**config.mk**
```make
export PLATFORM = sky130hd
export DESIGN_NAME = fwd_hazard_ctrl
export DESIGN_NICKNAME = d
export VERILOG_FILES = /design/src/rtl/core_pkg.sv /design/src/rtl/fwd_src_sel.sv /design/src/rtl/fwd_hazard_ctrl.sv
export SDC_FILE = /design/constraint.sdc
export NUM_CORES = 1
export LEC_CHECK = 0
export CORE_ASPECT_RATIO = 0.8
export CORE_MARGIN = 2
export CORE_UTILIZATION = 50
export DETAILED_ROUTE_END_ITERATION = 10
export DONT_BUFFER_PORTS = 1
export PLACE_DENSITY = 0.64
export SETUP_SLACK_MARGIN = 0.2
export SLEW_MARGIN = 20
export SYNTH_ARGS = -nofsm -noshare
export SYNTH_HDL_FRONTEND = slang
export SYNTH_HIERARCHICAL = 1
export SYNTH_SLANG_ARGS = --single-unit
```
**constraint.sdc**
```tcl
create_clock -name clk -period 2.4 [get_ports clk]
set_clock_uncertainty 0.1 [all_clocks]
set_input_delay 0.36 -clock clk [delete_from_list [all_inputs] [get_ports clk]]
set_output_delay 0.36 -clock clk [all_outputs]
set_load 0.01 [all_outputs]
```
**src/rtl/core_pkg.sv**
```systemverilog
// Shared core definitions: datapath defaults, the x0 register address and
// the load-use hazard controller state type.
package core_pkg;

   localparam int unsigned XLEN_DEF = 32;
   localparam int unsigned RA_W_DEF = 5;
   localparam logic [31:0] REG_ZERO = '0;

   typedef enum logic {RUN, LDWAIT} hz_state_e;

endpackage

```
**src/rtl/fwd_src_sel.sv**
```systemverilog
// Per-source EX operand selection: l3 result, then held l4 value, then live l4
// result, then register-file read. x0 never matches.
module fwd_src_sel
   import core_pkg::*;
#(
   parameter int unsigned XLEN = XLEN_DEF,
   parameter int unsigned RA_W = RA_W_DEF
) (
   input  logic [RA_W-1:0] rs,
   input  logic [XLEN-1:0] xrs,
   input  logic [RA_W-1:0] rd_l3,
   input  logic            wen_l3,
   input  logic [XLEN-1:0] wval_l3,
   input  logic [RA_W-1:0] rd_l4,
   input  logic            wen_l4,
   input  logic [XLEN-1:0] wval_l4,
   input  logic            hold_v,
   input  logic [XLEN-1:0] hold,
   output logic [XLEN-1:0] operand,
   output logic            m3,
   output logic            m4
);

   assign m3 = wen_l3 && (rd_l3 != REG_ZERO[RA_W-1:0]) && (rd_l3 == rs);
   assign m4 = wen_l4 && (rd_l4 != REG_ZERO[RA_W-1:0]) && (rd_l4 == rs);

   always_comb begin
      operand = xrs;
      if (m3)
         operand = wval_l3;
      else if (hold_v)
         operand = hold;
      else if (m4)
         operand = wval_l4;
   end

endmodule

```
**src/rtl/fwd_hazard_ctrl.sv**
```systemverilog
// EX-stage forwarding with l3/l4 priority and load-use stall control against a
// variable-latency data memory; keeps l4 values captured across the stall.
module fwd_hazard_ctrl
   import core_pkg::*;
#(
   parameter int unsigned XLEN     = XLEN_DEF,
   parameter int unsigned RA_W     = RA_W_DEF,
   parameter int unsigned CNT_W    = 16,
   parameter int unsigned MAX_WAIT = 64
) (
   input  logic             clk,
   input  logic             rst_n,
   input  logic             flush_l2,
   input  logic [RA_W-1:0]  rs1_l2,
   input  logic [RA_W-1:0]  rs2_l2,
   input  logic [XLEN-1:0]  xrs1_l2,
   input  logic [XLEN-1:0]  xrs2_l2,
   input  logic [RA_W-1:0]  rd_l3,
   input  logic             wen_l3,
   input  logic             is_load_l3,
   input  logic             ld_valid_l3,
   input  logic [XLEN-1:0]  wval_l3,
   input  logic [RA_W-1:0]  rd_l4,
   input  logic             wen_l4,
   input  logic [XLEN-1:0]  wval_l4,
   output logic [XLEN-1:0]  alu_a_l2,
   output logic [XLEN-1:0]  alu_b_l2,
   output logic             stall_l2,
   output logic             bubble_l4,
   output logic [CNT_W-1:0] stall_cnt,
   output logic             err_timeout
);

   localparam int unsigned WW = $clog2(MAX_WAIT + 1);
   localparam logic [WW-1:0] WAIT_MAX = WW'(MAX_WAIT);

   hz_state_e       state, state_nxt;
   logic            m31, m32, m41, m42;
   logic            hold_v1, hold_v2;
   logic [XLEN-1:0] hold_1, hold_2;
   logic            hz, capture, release_hold;
   logic [WW-1:0]   wait_cnt, wait_inc;

   fwd_src_sel #(.XLEN(XLEN), .RA_W(RA_W)) u_src1 (
      .rs(rs1_l2), .xrs(xrs1_l2),
      .rd_l3(rd_l3), .wen_l3(wen_l3), .wval_l3(wval_l3),
      .rd_l4(rd_l4), .wen_l4(wen_l4), .wval_l4(wval_l4),
      .hold_v(hold_v1), .hold(hold_1),
      .operand(alu_a_l2), .m3(m31), .m4(m41)
   );

   fwd_src_sel #(.XLEN(XLEN), .RA_W(RA_W)) u_src2 (
      .rs(rs2_l2), .xrs(xrs2_l2),
      .rd_l3(rd_l3), .wen_l3(wen_l3), .wval_l3(wval_l3),
      .rd_l4(rd_l4), .wen_l4(wen_l4), .wval_l4(wval_l4),
      .hold_v(hold_v2), .hold(hold_2),
      .operand(alu_b_l2), .m3(m32), .m4(m42)
   );

   assign hz        = is_load_l3 && (m31 || m32) && !ld_valid_l3 && !flush_l2;
   assign stall_l2  = hz;
   assign bubble_l4 = hz;

   always_ff @(posedge clk or negedge rst_n) begin
      if (!rst_n)
         state <= RUN;
      else
         state <= state_nxt;
   end

   // Any LDWAIT cycle without a hazard (data valid, flush, or match gone) releases the stall.
   always_comb begin
      state_nxt    = state;
      capture      = 1'b0;
      release_hold = 1'b0;
      if (flush_l2) begin
         state_nxt    = RUN;
         release_hold = 1'b1;
      end else begin
         unique case (state)
            RUN: begin
               if (hz) begin
                  state_nxt = LDWAIT;
                  capture   = 1'b1;
               end
            end
            LDWAIT: begin
               if (!hz) begin
                  state_nxt    = RUN;
                  release_hold = 1'b1;
               end
            end
            default: state_nxt = RUN;
         endcase
      end
   end

   always_ff @(posedge clk or negedge rst_n) begin
      if (!rst_n) begin
         hold_v1 <= 1'b0;
         hold_v2 <= 1'b0;
         hold_1  <= '0;
         hold_2  <= '0;
      end else if (capture) begin
         hold_1  <= wval_l4;
         hold_2  <= wval_l4;
         hold_v1 <= m41 && !m31;
         hold_v2 <= m42 && !m32;
      end else if (release_hold) begin
         hold_v1 <= 1'b0;
         hold_v2 <= 1'b0;
      end
   end

   assign wait_inc = (wait_cnt == WAIT_MAX) ? wait_cnt : wait_cnt + WW'(1);

   always_ff @(posedge clk or negedge rst_n) begin
      if (!rst_n) begin
         wait_cnt    <= '0;
         err_timeout <= 1'b0;
      end else if (capture) begin
         wait_cnt <= '0;
      end else if (state == LDWAIT && hz) begin
         wait_cnt <= wait_inc;
         if (wait_inc == WAIT_MAX)
            err_timeout <= 1'b1;
      end
   end

   always_ff @(posedge clk or negedge rst_n) begin
      if (!rst_n)
         stall_cnt <= '0;
      else if (hz && stall_cnt != '1)
         stall_cnt <= stall_cnt + CNT_W'(1);
   end

endmodule

```
# Word level (Yosys, flattened, before mapping)
# Index checks and enable logic that the tools add are counted.
[classes]
mux = 19
n_eq_ne = 7
bitwise_logic = 1
addsub = 2
reduce_logical = 23
[op_table]
columns = ["op", "n"]
rows = [
  ["32-bit 2-to-1 mux", 6],
  ["7-bit 2-to-1 mux", 3],
  ["5-bit equality test", 4],
  ["16-bit by 1-bit adder with 16-bit output, second input constant", 1],
  ["16-bit != test, second input constant", 1],
  ["7-bit equality test, second input constant", 2],
  ["1-bit logical AND", 13],
  ["1-bit 2-to-1 mux", 10],
  ["5-bit nonzero test", 2],
  ["7-bit by 1-bit adder with 7-bit output, second input constant", 1],
  ["1-bit zero test", 4],
  ["2-bit nonzero test", 2],
  ["3-bit AND reduction", 1],
  ["1-bit logical OR", 1],
  ["1-bit NOT", 1],
]
[word_totals]
out_inout_bits = 83
regBits = 59
elab_cells = 59

# Logic depth before layout (Yosys ltp)
# Gate-level depths: netlist (run 1).
[logic_depth]
ltp_word = 12
ltp_mapped = 9

# Cells and area by module
# The synthesis (run 1) kept the hierarchy.
[by_module_without_submodules]
columns = ["mod", "n_inst", "cells_each", "area_per_inst_um2"]
rows = [
  ["fwd_hazard_ctrl", 1, 210, 2631.3],
  ["fwd_src_sel", 2, 162, 1256.2],
]

# Worst setup path after synthesis (run 1)
# Ideal clock, no wire load.
[synth_path]
path_kind = "input-to-reg"
start = "in rd_l3[0]"
end = "reg wait_cnt[5]"
slack_ps = 84
required_ps = 2179
setup_ps = 121
t_arrival_ps = 2095
cell_stages = 8
path_buffers = 2
cell_sequence = "o41ai_2 -> a211oi_4 -> buf_4 -> o21ai_2 -> buf_2 -> nor3_1 -> a21o_1 -> a22o_1"
[synth_between]
elab_chain_cells = 11
[synth_lines]
columns = ["item", "line", "source"]
rows = [
  ["from (decl)", "fwd_hazard_ctrl.sv:18", "input logic [RA_W-1:0] rd_l3,"],
  ["5-bit nonzero test", "fwd_src_sel.sv:24", "assign m3 = wen_l3 && (rd_l3 != REG_ZERO[RA_W-1:0]) && (rd_l3 == rs);"],
  ["1-bit logical AND", "fwd_src_sel.sv:24", ""],
  ["1-bit logical AND (*)", "fwd_src_sel.sv:24", ""],
  ["named net m32", "fwd_hazard_ctrl.sv:38", "logic m31, m32, m41, m42;"],
  ["1-bit logical OR (*)", "fwd_hazard_ctrl.sv:60", "assign hz = is_load_l3 && (m31 || m32) && !ld_valid_l3 && !flush_l2;"],
  ["1-bit logical AND (*) (3 in a row)", "fwd_hazard_ctrl.sv:60", ""],
  ["1-bit 2-to-1 mux", "fwd_hazard_ctrl.sv:82", "if (hz) begin"],
  ["1-bit 2-to-1 mux", "fwd_hazard_ctrl.sv:80", "unique case (state)"],
  ["1-bit 2-to-1 mux", "fwd_hazard_ctrl.sv:76", "if (flush_l2) begin"],
  ["7-bit 2-to-1 mux or 2-bit nonzero test (tied branches)", "--", ""],
  ["to (signal assigned)", "fwd_hazard_ctrl.sv:124", "wait_cnt <= wait_inc;"],
  ["to (decl)", "fwd_hazard_ctrl.sv:42", "logic [WW-1:0] wait_cnt, wait_inc;"],
]
# The timed path passes the listed nets; every way through them passes the cells marked *.
# A chain may end at the register's enable or synchronous reset.

# Worst setup path in the final report (run 1)
[layout_path]
start = "in rd_l3[3]"
end = "out alu_b_l2[10]"
[layout_between]
elab_chain_cells = 4
[layout_lines]
columns = ["item", "line", "source"]
rows = [
  ["5-bit nonzero test", "fwd_src_sel.sv:24", ""],
  ["1-bit logical AND", "fwd_src_sel.sv:24", ""],
  ["1-bit logical AND (*)", "fwd_src_sel.sv:24", ""],
  ["named net m32", "fwd_hazard_ctrl.sv:38", ""],
  ["32-bit 2-to-1 mux (*)", "fwd_src_sel.sv:29", "if (m3)"],
  ["to (decl)", "fwd_hazard_ctrl.sv:27", "output logic [XLEN-1:0] alu_b_l2,"],
]
# Marks and branches as above.

==> results.sh, run 1 <==
export IMPL_fillCellCount=836
export IMPL_netlist_instances=534
export IMPL_vias_per_cell=6.06
export IMPL_routed_wl_um=14700
export IMPL_path_delay_family="compound AO/OA/AOI/OAI gates"
export IMPL_ir_drop_uv=264
export IMPL_crit_buf_inv=2
export IMPL_crit_chain="xnor2_1 > nand3_1 > a211oi_4 > buf_6 > clkbuf_16 > mux2i_1 > a21oi_2"
export IMPL_grt_pass1_vias=4307
export IMPL_drt_iter0_drc=230
export IMPL_crit_type="in -> out"
export IMPL_leakagePower_nw=2.75
export IMPL_numClockSinks=59
export IMPL_h_tree_depth=3
export IMPL_ys_types=46
export IMPL_synth_top_area_share_pct=28.7
export IMPL_async_flop_share_pct=100
export IMPL_slowest_delay_ps=330
export IMPL_die_area_mm2=0.0111
export IMPL_fp_dieW_um=117
export IMPL_cap_violations=0
export IMPL_cp_max_fo=12
export IMPL_start_util_pct=50.8
export IMPL_synthTopCellsByCount="mux2i_1 (128), nand2b_1 (67), a21oi_1 (66), dfrtp_1 (59), mux2_2 (23)"
export IMPL_period_share_pct=90.4
export IMPL_setup_viol=0
export IMPL_syn_avg_cell_area_um2=9.63
export IMPL_synth_seq_area_share_pct=28.7
export IMPL_grt_max_degree=60
export IMPL_switching_power_mw=0.738
export IMPL_yosysTopAreaCell="dfrtp_1"
export IMPL_fin_area_mm2=0.00613
export IMPL_placed_area_mm2=0.00538
export IMPL_grt_overflow_total=0
export IMPL_gp_congestion=0.828
export IMPL_area_growth_pct=19.2
export IMPL_dpl_hpwl_um=10400
export IMPL_critical_path_arrival_ps=1710
export IMPL_synth_edff_count=0
export IMPL_synth_main_ff_cell="dfrtp_1"
export IMPL_pwr_share_clk_pct=43.0
export IMPL_slowest_stage="a211oi_4"
export IMPL_synth_seq_cells=59
export IMPL_worstMarginPinSlew_ps=401
export IMPL_fin_nets=710
export IMPL_yosysWarnings=6
export IMPL_worstPathRequired_ps=1940
export IMPL_io_buffers=0
export IMPL_rsz0062_at_grt="yes"
export IMPL_fmax_mhz=461
export IMPL_maxSlewHeadroom_pct=73.2
export IMPL_cts_root_buf="clkbuf_16"
export IMPL_p_per_area_mw_per_mm2=446
export IMPL_swShare_pct=27.0
export IMPL_post_drt_wl_per_cell_um=21.1
export IMPL_hold_viol=0
export IMPL_power_total_mw=2.74
export IMPL_fin_tns_setup_ps=0
export IMPL_dr_total_vias=4224
export IMPL_io_pins=238
export IMPL_clk_latency_ps=330
export IMPL_die_h_um=94.7
export IMPL_ant_nets=0
export IMPL_finalCriticalPeriod_ps=2170
export IMPL_start_kind="input pin"
export IMPL_drive_above_1_share_pct=24.8
export IMPL_grtUsageTotal_pct=24.1
export IMPL_antenna_found_initial=0
export IMPL_yosysMostFrequentCell="mux2i_1"
export IMPL_maxSlewViolCount=0
export IMPL_grt_pass1_wl_um=21800
export IMPL_pwr_share_seq_pct=41.1
export IMPL_r2r_setup_slack_ps=410
export IMPL_core_mm2=0.0101
export IMPL_combinationalPowerShare_pct=15.9
export IMPL_diodes=0
export IMPL_synth_nets=692
export IMPL_cts_reportedPaths_clkPinSlew_ps=60
export IMPL_synth_area_leaders="dfrtp_1 (29%), mux2i_1 (25%), nand2b_1 (8.1%)"
export IMPL_worst_hold_slack_ps=63.8
export IMPL_end_kind="output pin"
export IMPL_cts_buffer_depth=2
export IMPL_numCtsBuffers=9
export IMPL_num_rows=33
export IMPL_internal_power_mw=2.00
export IMPL_status="complete, no violations"
export IMPL_cts_tree="built"
export IMPL_finish_utilization_pct=60.6
export IMPL_drt_pass1_iterations=6
export IMPL_mappedNetlistArea_mm2=0.00514
export IMPL_drc=0
export IMPL_min_path_type="in -> reg"
## registers in the layout, summed over array words and instances, names as in the netlist
name         flops
hold_v1          1
stall_cnt       16
err_timeout      1
state            1
hold_v2          1
hold_2          32
wait_cnt         7
## logic make-up after synthesis
kind of cell | share of synthesized area (%)
compound gates | 12.2
xor+xnor | 5.11
mux | 32.4
fa+ha+maj | 0.730
simple gates | 16.5
flops | 28.7
buf+inv | 4.40
## cell type report
class | count | area, um2 | area share (%)
clock buffer | 9 | 225 | 3.67
clock inverter | 7 | 53.8 | 0.878
inverter | 10 | 37.5 | 0.612
multi-input combinational | 434 | 3680 | 60.1
sequential | 59 | 1480 | 24.1
tap | 140 | 175 | 2.86
timing repair buffer | 38 | 479 | 7.82
## power groups by stage
| stage | combinational (mW) | sequential (mW) | clock, mW |
|---|---|---|---|
| 3_5_place_dp | 0.366 | 1.14 | 0 |
| 5_1_grt | 0.473 | 1.14 | 1.26 |
| 6_report | 0.435 | 1.12 | 1.18 |
| 4_1_cts | 0.395 | 1.12 | 1.21 |
| 3_3_place_gp | 0.358 | 1.14 | 0 |
| 2_1_floorplan | 0.322 | 1.12 | 0 |
## routing by layer
| layer | wire [um] | track usage [%] | part of all wire (%) | up-vias |
|---|---|---|---|---|
| met5 | 0 | 0 | 0 | - |
| met3 | 1110 | 7.97 | 7.6 | 20 |
| met1 | 6120 | 28.9 | 42 | 2045 |
| met4 | 222 | 7.43 | 1.5 | 0 |
| li1 | - | - | - | 1968 |
| met2 | 7260 | 41.7 | 49 | 191 |
## worst reg2reg max path, stage by stage, from the launching register on
cell      delay (ps)
dfrtp_1          480
ha_1             300
nand3_2          140
or3_1            380
a211oi_2         290
a31oi_1          130
a21oi_2          120
## placed cells by master (no fill, tap or decap), types with 14 or more instances in the layout
| cell type | n |
|---|---|
| mux2_2 | 23 |
| a21oi_1 | 41 |
| a21oi_2 | 24 |
| dfrtp_1 | 59 |
| buf_4 | 20 |
| xnor2_1 | 16 |
| nand2b_1 | 67 |
| mux2i_1 | 118 |
| nand2_1 | 15 |
| nand3_1 | 14 |
## what timing repair did
item                       in CTS  in global routing
hold buffers                    2                  0
gates cloned                    0                  4
setup endpoints to repair      25                 61
resized for setup               1                 55
hold endpoints to repair       59                  0
buffers inserted                2                  8
pin swaps                       1                  6
## path summary, 6_finish.rpt
path,cells after the start,endpoint,startpoint
setup / recovery,7,alu_b_l2[10],rd_l3[3]
hold / removal,1,hold_2[24],wval_l4[24]
setup reg to reg,6,err_timeout,wait_cnt[0]
hold reg to reg,1,hold_2[24],hold_2[24]
max in group asynchronous,2,hold_2[0],rst_n
min in group asynchronous,2,stall_cnt[0],rst_n
## stage by stage
| step | std cells | setup WS (ps) |
|---|---|---|
| after floorplan | 534 | 189 |
| after global placement | 665 | 138 |
| after detailed placement | 665 | 85.6 |
| after CTS | 685 | 181 |
| after global routing | 697 | 161 |
| final | 697 | 232 |
Power figures use the tool's default switching activity.
==> inputs of run 2 (changes only) <==
--- a/config.mk
+++ b/config.mk
@@ -5,6 +5,7 @@
 export SDC_FILE = /design/constraint.sdc
 export NUM_CORES = 1
 export LEC_CHECK = 0
+export ABC_AREA = 0
 export CORE_ASPECT_RATIO = 0.8
 export CORE_MARGIN = 2
 export CORE_UTILIZATION = 50
==> results of run 2 <==
The final DEF is identical to that of run 1; final timing and power are the same.
